$ cat config.mk
export PLATFORM = sky130hd
export DESIGN_NAME = mod14_updown_counter
export DESIGN_NICKNAME = d
export VERILOG_FILES = /design/src/rtl/counter_pkg.sv /design/src/rtl/mod14_next_state.sv /design/src/rtl/mod14_updown_counter.sv
export SDC_FILE = /design/constraint.sdc
export NUM_CORES = 1
export LEC_CHECK = 0
export BUFFER_PORTS_ARGS = -buffer_cell sky130_fd_sc_hd__buf_2
export CAP_MARGIN = 25
export CORE_AREA = 8 8 45 47
export DETAILED_ROUTE_END_ITERATION = 16
export DIE_AREA = 0 0 53 55
export GPL_ROUTABILITY_DRIVEN = 0
export MAX_ROUTING_LAYER = met4
export PLACE_DENSITY = 0.49
export SLEW_MARGIN = 20
export SYNTH_ARGS = -nofsm -noshare
export SYNTH_HDL_FRONTEND = slang
export SYNTH_HIERARCHICAL = 1
export SYNTH_SLANG_ARGS = --single-unit
$ cat constraint.sdc
create_clock -name clock -period 2.1 [get_ports clock]
set_clock_uncertainty 0.1 [all_clocks]
set_input_delay 0.105 -clock clock [delete_from_list [all_inputs] [get_ports clock]]
set_output_delay 0.105 -clock clock [all_outputs]
set_load 0.01 [all_outputs]
$ cat src/rtl/counter_pkg.sv
// Shared constants and types for the modulo-14 up/down counter.
package counter_pkg;

  localparam int unsigned CNT_WIDTH   = 4;
  localparam int unsigned CNT_MODULUS = 14;

  localparam int unsigned NUMBER_OF_TRANSACTIONS = 100;

  typedef logic [CNT_WIDTH-1:0] count_t;

  // Count direction as seen on the mode pin.
  typedef enum logic {
    DIR_DOWN = 1'b0,
    DIR_UP   = 1'b1
  } dir_e;

  // One stimulus/response record for the counter bench environment.
  typedef struct packed {
    logic   rest;
    logic   load;
    logic   mode;
    count_t data_in;
    count_t data_out;
  } transaction_t;

endpackage

$ cat src/rtl/mod14_next_state.sv
// Combinational next-count logic: load range check plus wrapping up/down count.
module mod14_next_state
  import counter_pkg::*;
#(
  parameter int unsigned WIDTH   = CNT_WIDTH,
  parameter int unsigned MODULUS = CNT_MODULUS
) (
  input  logic [WIDTH-1:0] count_i,
  input  logic             load_i,
  input  logic             mode_i,
  input  logic [WIDTH-1:0] data_in_i,
  output logic [WIDTH-1:0] next_o
);

  localparam logic [WIDTH-1:0] MAX_VAL = WIDTH'(MODULUS - 1);

  dir_e dir;
  assign dir = dir_e'(mode_i);

  // Load wins over counting; out-of-range loads collapse to zero.
  always_comb begin
    next_o = count_i;
    if (load_i) begin
      if (data_in_i <= MAX_VAL) next_o = data_in_i;
      else                      next_o = '0;
    end else if (dir == DIR_UP) begin
      if (count_i >= MAX_VAL) next_o = '0;
      else                    next_o = count_i + WIDTH'(1);
    end else begin
      if (count_i == '0)      next_o = MAX_VAL;
      else                    next_o = count_i - WIDTH'(1);
    end
  end

endmodule

$ cat src/rtl/mod14_updown_counter.sv
// Loadable modulo-14 up/down counter with synchronous active-high reset.
module mod14_updown_counter
  import counter_pkg::*;
#(
  parameter int unsigned WIDTH   = CNT_WIDTH,
  parameter int unsigned MODULUS = CNT_MODULUS
) (
  input  logic             clock,
  input  logic             rest,
  input  logic             load,
  input  logic             mode,
  input  logic [WIDTH-1:0] data_in,
  output logic [WIDTH-1:0] data_out
);

  logic [WIDTH-1:0] count_q;
  logic [WIDTH-1:0] count_d;

  mod14_next_state #(
    .WIDTH  (WIDTH),
    .MODULUS(MODULUS)
  ) u_next (
    .count_i  (count_q),
    .load_i   (load),
    .mode_i   (mode),
    .data_in_i(data_in),
    .next_o   (count_d)
  );

  // Count register; reset overrides load and count.
  always_ff @(posedge clock) begin
    if (rest) count_q <= '0;
    else      count_q <= count_d;
  end

  assign data_out = count_q;

endmodule

# After elaboration in Yosys (flattened, before gate mapping)
# Cells that the tools add are included.
# W data, S select, Z words.
[totals] register_bits=4 latchBits=0 ramBits=0 romBits=0 inputBits=8 out_inout_bits=4 word_cells=11 memories=0
[classes] add_sub_neg=2 n_mul=0 div=0 n_lt_le_gt_ge=2 n_eq_ne=0 n_shift=0 n_mux=5 bitwise_logic=0 reduce_logical=1
[ops] cell="$mux W4" n=5
[ops] cell="$add A4 B1 Y4 const B" n=1
[ops] cell="$ge A4 B4 Y1 const B" n=1
[ops] cell="$le A4 B4 Y1 const B" n=1
[ops] cell="$logic_not A4 Y1" n=1
[ops] cell="$sub A4 B1 Y4 const B" n=1

# Longest topological paths before layout
[depth] word_depth=4 mapped_depth=7 mapped_depth_nobuf=7

# By module
# The synthesis kept the hierarchy.
[modules_own_cells] module="mod14_next_state" instances=1 cells_each=42 area_each_um2=271.5 seq_area_each_um2=0.0
[modules_own_cells] module="mod14_updown_counter" instances=1 cells_each=8 area_each_um2=105.1 seq_area_each_um2=80.1

# Least setup slack after synthesis
# Ideal clock, no wire load.
[synth_timing] kind="reg-to-reg" startpoint="register count_q[0], in the netlist data_out[0]" endpoint="register count_q[3], in the netlist data_out[3]" setup_time_ns=0.114 arrival_time_ns=1.460 t_required_ns=1.886 slack_ns=0.427 stages_incl_launch_ff=8 n_path_buf=0 synth_period_minus_slack_ns=1.673 path_cell_list="dfxtp_1 -> inv_1 -> ha_1 -> and2b_2 -> o21ai_2 -> a2bb2oi_1 -> a22oi_1 -> nor2b_1"
[synth_via] elab_chain_cells=4 elab_cells_between_ends=8 classes_between="2 x add/sub; 1 x order compare; 4 x mux; 1 x reduce/logical"
[synth_rtl] item="start, declared" line_no="mod14_updown_counter.sv:16" rtl="logic [WIDTH-1:0] count_q;"
[synth_rtl] item="start signal, assigned" line_no="mod14_updown_counter.sv:33" rtl="else count_q <= count_d;"
[synth_rtl] item="$sub A4 B1 Y4 (tied with other cells)" line_no="mod14_next_state.sv:31" rtl="else next_o = count_i - WIDTH'(1);"
[synth_rtl] item="$mux W4 (on tied branches)" line_no="mod14_next_state.sv:30, mod14_next_state.sv:27"
[synth_rtl] item="$mux W4 (*)" line_no="mod14_next_state.sv:26" rtl="end else if (dir == DIR_UP) begin"
[synth_rtl] item="$mux W4 (*)" line_no="mod14_next_state.sv:23" rtl="if (load_i) begin"
[synth_rtl] item="via count_d[3]" line_no="mod14_updown_counter.sv:17" rtl="logic [WIDTH-1:0] count_d;"
# Mark *: on every way through the listed nets, which the timed path passes. The rest lies on a longest branch.
# A chain may end at the register's enable or synchronous reset.

# Worst setup path in the final report
# Same ends and word-level chain as after synthesis.

==> qor_table.md <==
| Parameter | Reported |
| --- | --- |
| Fin crit share | 85.3% |
| Number of synthesized flops with an enable pin | 0 |
| Number of warnings printed during yosys synthesis | 6 |
| Net count after synthesis | 62 |
| CTS tree | done |
| Area Overhead vs Synth | 26.6% |
| Classification of the worst setup path | register to register |
| Nets | 78 |
| Die boundary height | 55 um |
| Vias | 379 |
| Most frequently used flop master after synthesis | sky130_fd_sc_hd__dfxtp_1 |
| Antenna cells | 0 |
| First-iteration detailed-routing DRC count | 11 |
| Final worst setup slack | 0.308 ns |
| Number of global-route vias before repair | 391 |
| Standard-cell row count | 14 |
| Core box area | 1380 um2 |
| First-pass detailed-route iteration total | 4 |
| Startpoint of the worst-slack reg-to-reg timing path | data_out[0]$_SDFF_PP0_ |
| Pin count of the biggest net entering global routing | 10 |
| Cell types occupying the most area after synthesis | sky130_fd_sc_hd__dfxtp_1 21%, sky130_fd_sc_hd__ha_1 13%, sky130_fd_sc_hd__nand2_1 10% |
| Remaining number of nets flagged by the antenna check after routing | 0 |
| Library cell with the highest instance count after synthesis | sky130_fd_sc_hd__nand2_1 |
| Crit Path Max Fanout | 6 |
| Max stage delay on crit path | 0.42 ns |
| Die area | 2920 um2 |
| Setup repair after global routing missed its margin | false |
| CP Data Required Time | 2.14 ns |
| Critical path endpoint category | register |
| Worst Hold Launch | data_in[0] |
| Launching element type of the critical path | register |
| Fraction of the yosys area taken by sequential cells | 21.3% |
| Flop and latch count out of synthesis | 4 |
| Shortest period the worst path allows | 1.79 ns |
| Count of H-tree levels built during CTS | 1 |
| Cell family contributing the most delay on the critical path | compound AO/OA/AOI/OAI gates |
| Gate Count Post-Synth | 50 |
| Detail-routed net length per standard cell | 11.7 um |
| Count of cells resized by post-cts repair | 0 |
| Worst slack at placement | 0.316 ns |
| Global-route wire length before repair | 1610 um |
| Overall die width | 53 um |
| Maximum root-to-sink buffer count | 2 |
| Cell area after synthesis | 377 um2 |
| Worst setup path startpoint | data_out[0]$_SDFF_PP0_ |
| Port Buf Inserts | 11 |
| Cell Count Post-Placement | 76 |
| Cell at the root of the clock tree | sky130_fd_sc_hd__clkbuf_4 |
| Final HPWL DP | 716 um |
| Number of clock sinks seen by CTS | 4 |
| Total gr overflow | 0 |
| Final-report hold violation count | 0 |
| Post-Route Setup TNS | 0 ns |
| Commonest cells in the synthesized netlist | 10 x sky130_fd_sc_hd__nand2_1, 5 x sky130_fd_sc_hd__nor2b_1, 4 x sky130_fd_sc_hd__dfxtp_1, 4 x sky130_fd_sc_hd__ha_1, 4 x sky130_fd_sc_hd__inv_1 |
| Worst rel slew slack | 77.5% |
| Final slew viol count | 0 |
| Count of unresolved DRC violations after routing | 0 |
| Max IR drop VDD | 0.163 mV |
| Leakage power of the design | 0.230 nW |
| Power per Cell Area | 606 nW/um2 |
| Total global routing track utilization | 7.82% |
| Total of fill cells in the finished design | 157 |
| Final standard cell count with taps included and fillers excluded | 80 |
| Synth unique cells | 21 |
| FMAX | 558 MHz |
| Antenna violations before repair | 0 |
| Share of the synthesized area in the top cell type | 21.3% |
| Class of the worst hold path | input pin to register |
| Effective utilization at floorplan | 27.2% |
| Fraction of layout instances using a drive strength above 1 | 26.6% |
| Clock Pin Slew Worst Setup and Hold Paths | 0.04 ns |
| Arr. time, crit path | 1.83 ns |
| Final core utilization | 34.4% |
| Outcome | complete, no violations |
| Cell-by-cell trace of the critical path | inv_1, ha_1, and2b_2, o21ai_2, a2bb2oi_1, a22oi_1, nor2b_1 |
| Max FFs per register | 4 |
| Cell type contributing the most total cell area after synthesis | sky130_fd_sc_hd__dfxtp_1 |
| Number of vias per cell after detailed routing | 4.74 |
| Async set or reset register ratio after synthesis | 0% |
| Min Hold Slack | 0.147 ns |
| Number of top-level pins | 12 |
| Worst Tran Pin Value | 0.337 ns |
| Crit path max-delay cell type | sky130_fd_sc_hd__dfxtp_1 |
| Count of maximum capacitance violations | 0 |
| Avg Inst Size Synth | 7.53 um2 |
| Combined buffer and inverter count along the critical path | 1 |
| Clock buffers created by TritonCTS | 3 |
| Final number of setup-violating endpoints | 0 |
| Clk_lat worst skew | 0.24 ns |
| Total wire length | 936 um |
## placed cells by master (no fill, tap or decap), drive strengths merged, types with 2 or more instances in the layout
| cell type | Yosys | final |
|---|---|---|
| ha | 4 | 4 |
| xor2 | 2 | 2 |
| inv | 4 | 4 |
| buf | 1 | 11 |
| o31ai | 2 | 2 |
| nand2 | 10 | 10 |
| o21ai | 2 | 2 |
| nand3 | 2 | 2 |
| o22ai | 2 | 2 |
| a22oi | 2 | 2 |
| clkbuf | 0 | 3 |
| a21oi | 2 | 2 |
| dfxtp | 4 | 4 |
| o21a | 2 | 2 |
| nor2b | 5 | 5 |
## worst paths after layout
| path | end | slack, ns | depth (start not counted) |
|---|---|---|---|
| setup / recovery | data_out[3]$_SDFF_PP0_ | 0.31 | 7 |
| hold / removal | data_out[0]$_SDFF_PP0_ | 0.15 | 4 |
| setup reg to reg | data_out[3]$_SDFF_PP0_ | 0.31 | 7 |
| hold reg to reg | data_out[0]$_SDFF_PP0_ | 0.80 | 4 |
## metrics by stage
step           total power [mW]  cell area (um2)
2_1_floorplan             0.160              377
3_3_place_gp              0.191              444
3_5_place_dp              0.189              444
4_1_cts                   0.294              477
5_1_grt                   0.318              477
6_report                  0.289              477
## metal layers
metal  global-route usage, %  wire (um)
met4                    7.76          0
met1                    8.65        469
met5                       -          0
met2                    11.3        421
met3                    1.60         44
## logic make-up after synthesis
kind of cell             Yosys count  share of synthesized area [%]
AND/OR/NAND/NOR                   21                           28.6
buffers and inverters              5                           5.98
adder cells (fa/ha/maj)            4                           13.3
flip-flops                         4                           21.3
AO/OA/AOI/OAI                     13                           23.9
XOR/XNOR                           3                           6.98
## area by class of cell
| class | instances | area, um2 | area share, % |
|---|---|---|---|
| multi-input cells | 41 | 274 | 57.5 |
| flip-flops and latches | 4 | 80.1 | 16.8 |
| repair buffers | 12 | 65.1 | 13.6 |
| clock buffers | 3 | 22.5 | 4.72 |
| well taps | 16 | 20.0 | 4.20 |
| inverters | 4 | 15.0 | 3.15 |
## power by group
| part | total, mW | switching (mW) | internal (mW) | leakage, nW |
|---|---|---|---|---|
| Combinational | 0.0935 | 0.0472 | 0.0464 | 0.183 |
| Sequential | 0.0966 | 0.0131 | 0.0834 | 0.0334 |
| Clock | 0.0986 | 0.0345 | 0.0641 | 0.0138 |
## worst register-to-register path, delay by kind of cell, from the launching register on
kind / cells / cell delay [ns]
AO/OA/AOI/OAI: 3 / 0.46
flip-flops: 1 / 0.42
AND/OR/NAND/NOR: 2 / 0.35
adder cells (fa/ha/maj): 1 / 0.25
buffers and inverters: 1 / 0.12
## timing repair
item / 4_1_cts / 5_1_grt
hold endpoints to repair: 4 / 0
hold buffers: 1 / 0
buffers inserted: 0 / 0
Power figures use the tool's default switching activity.
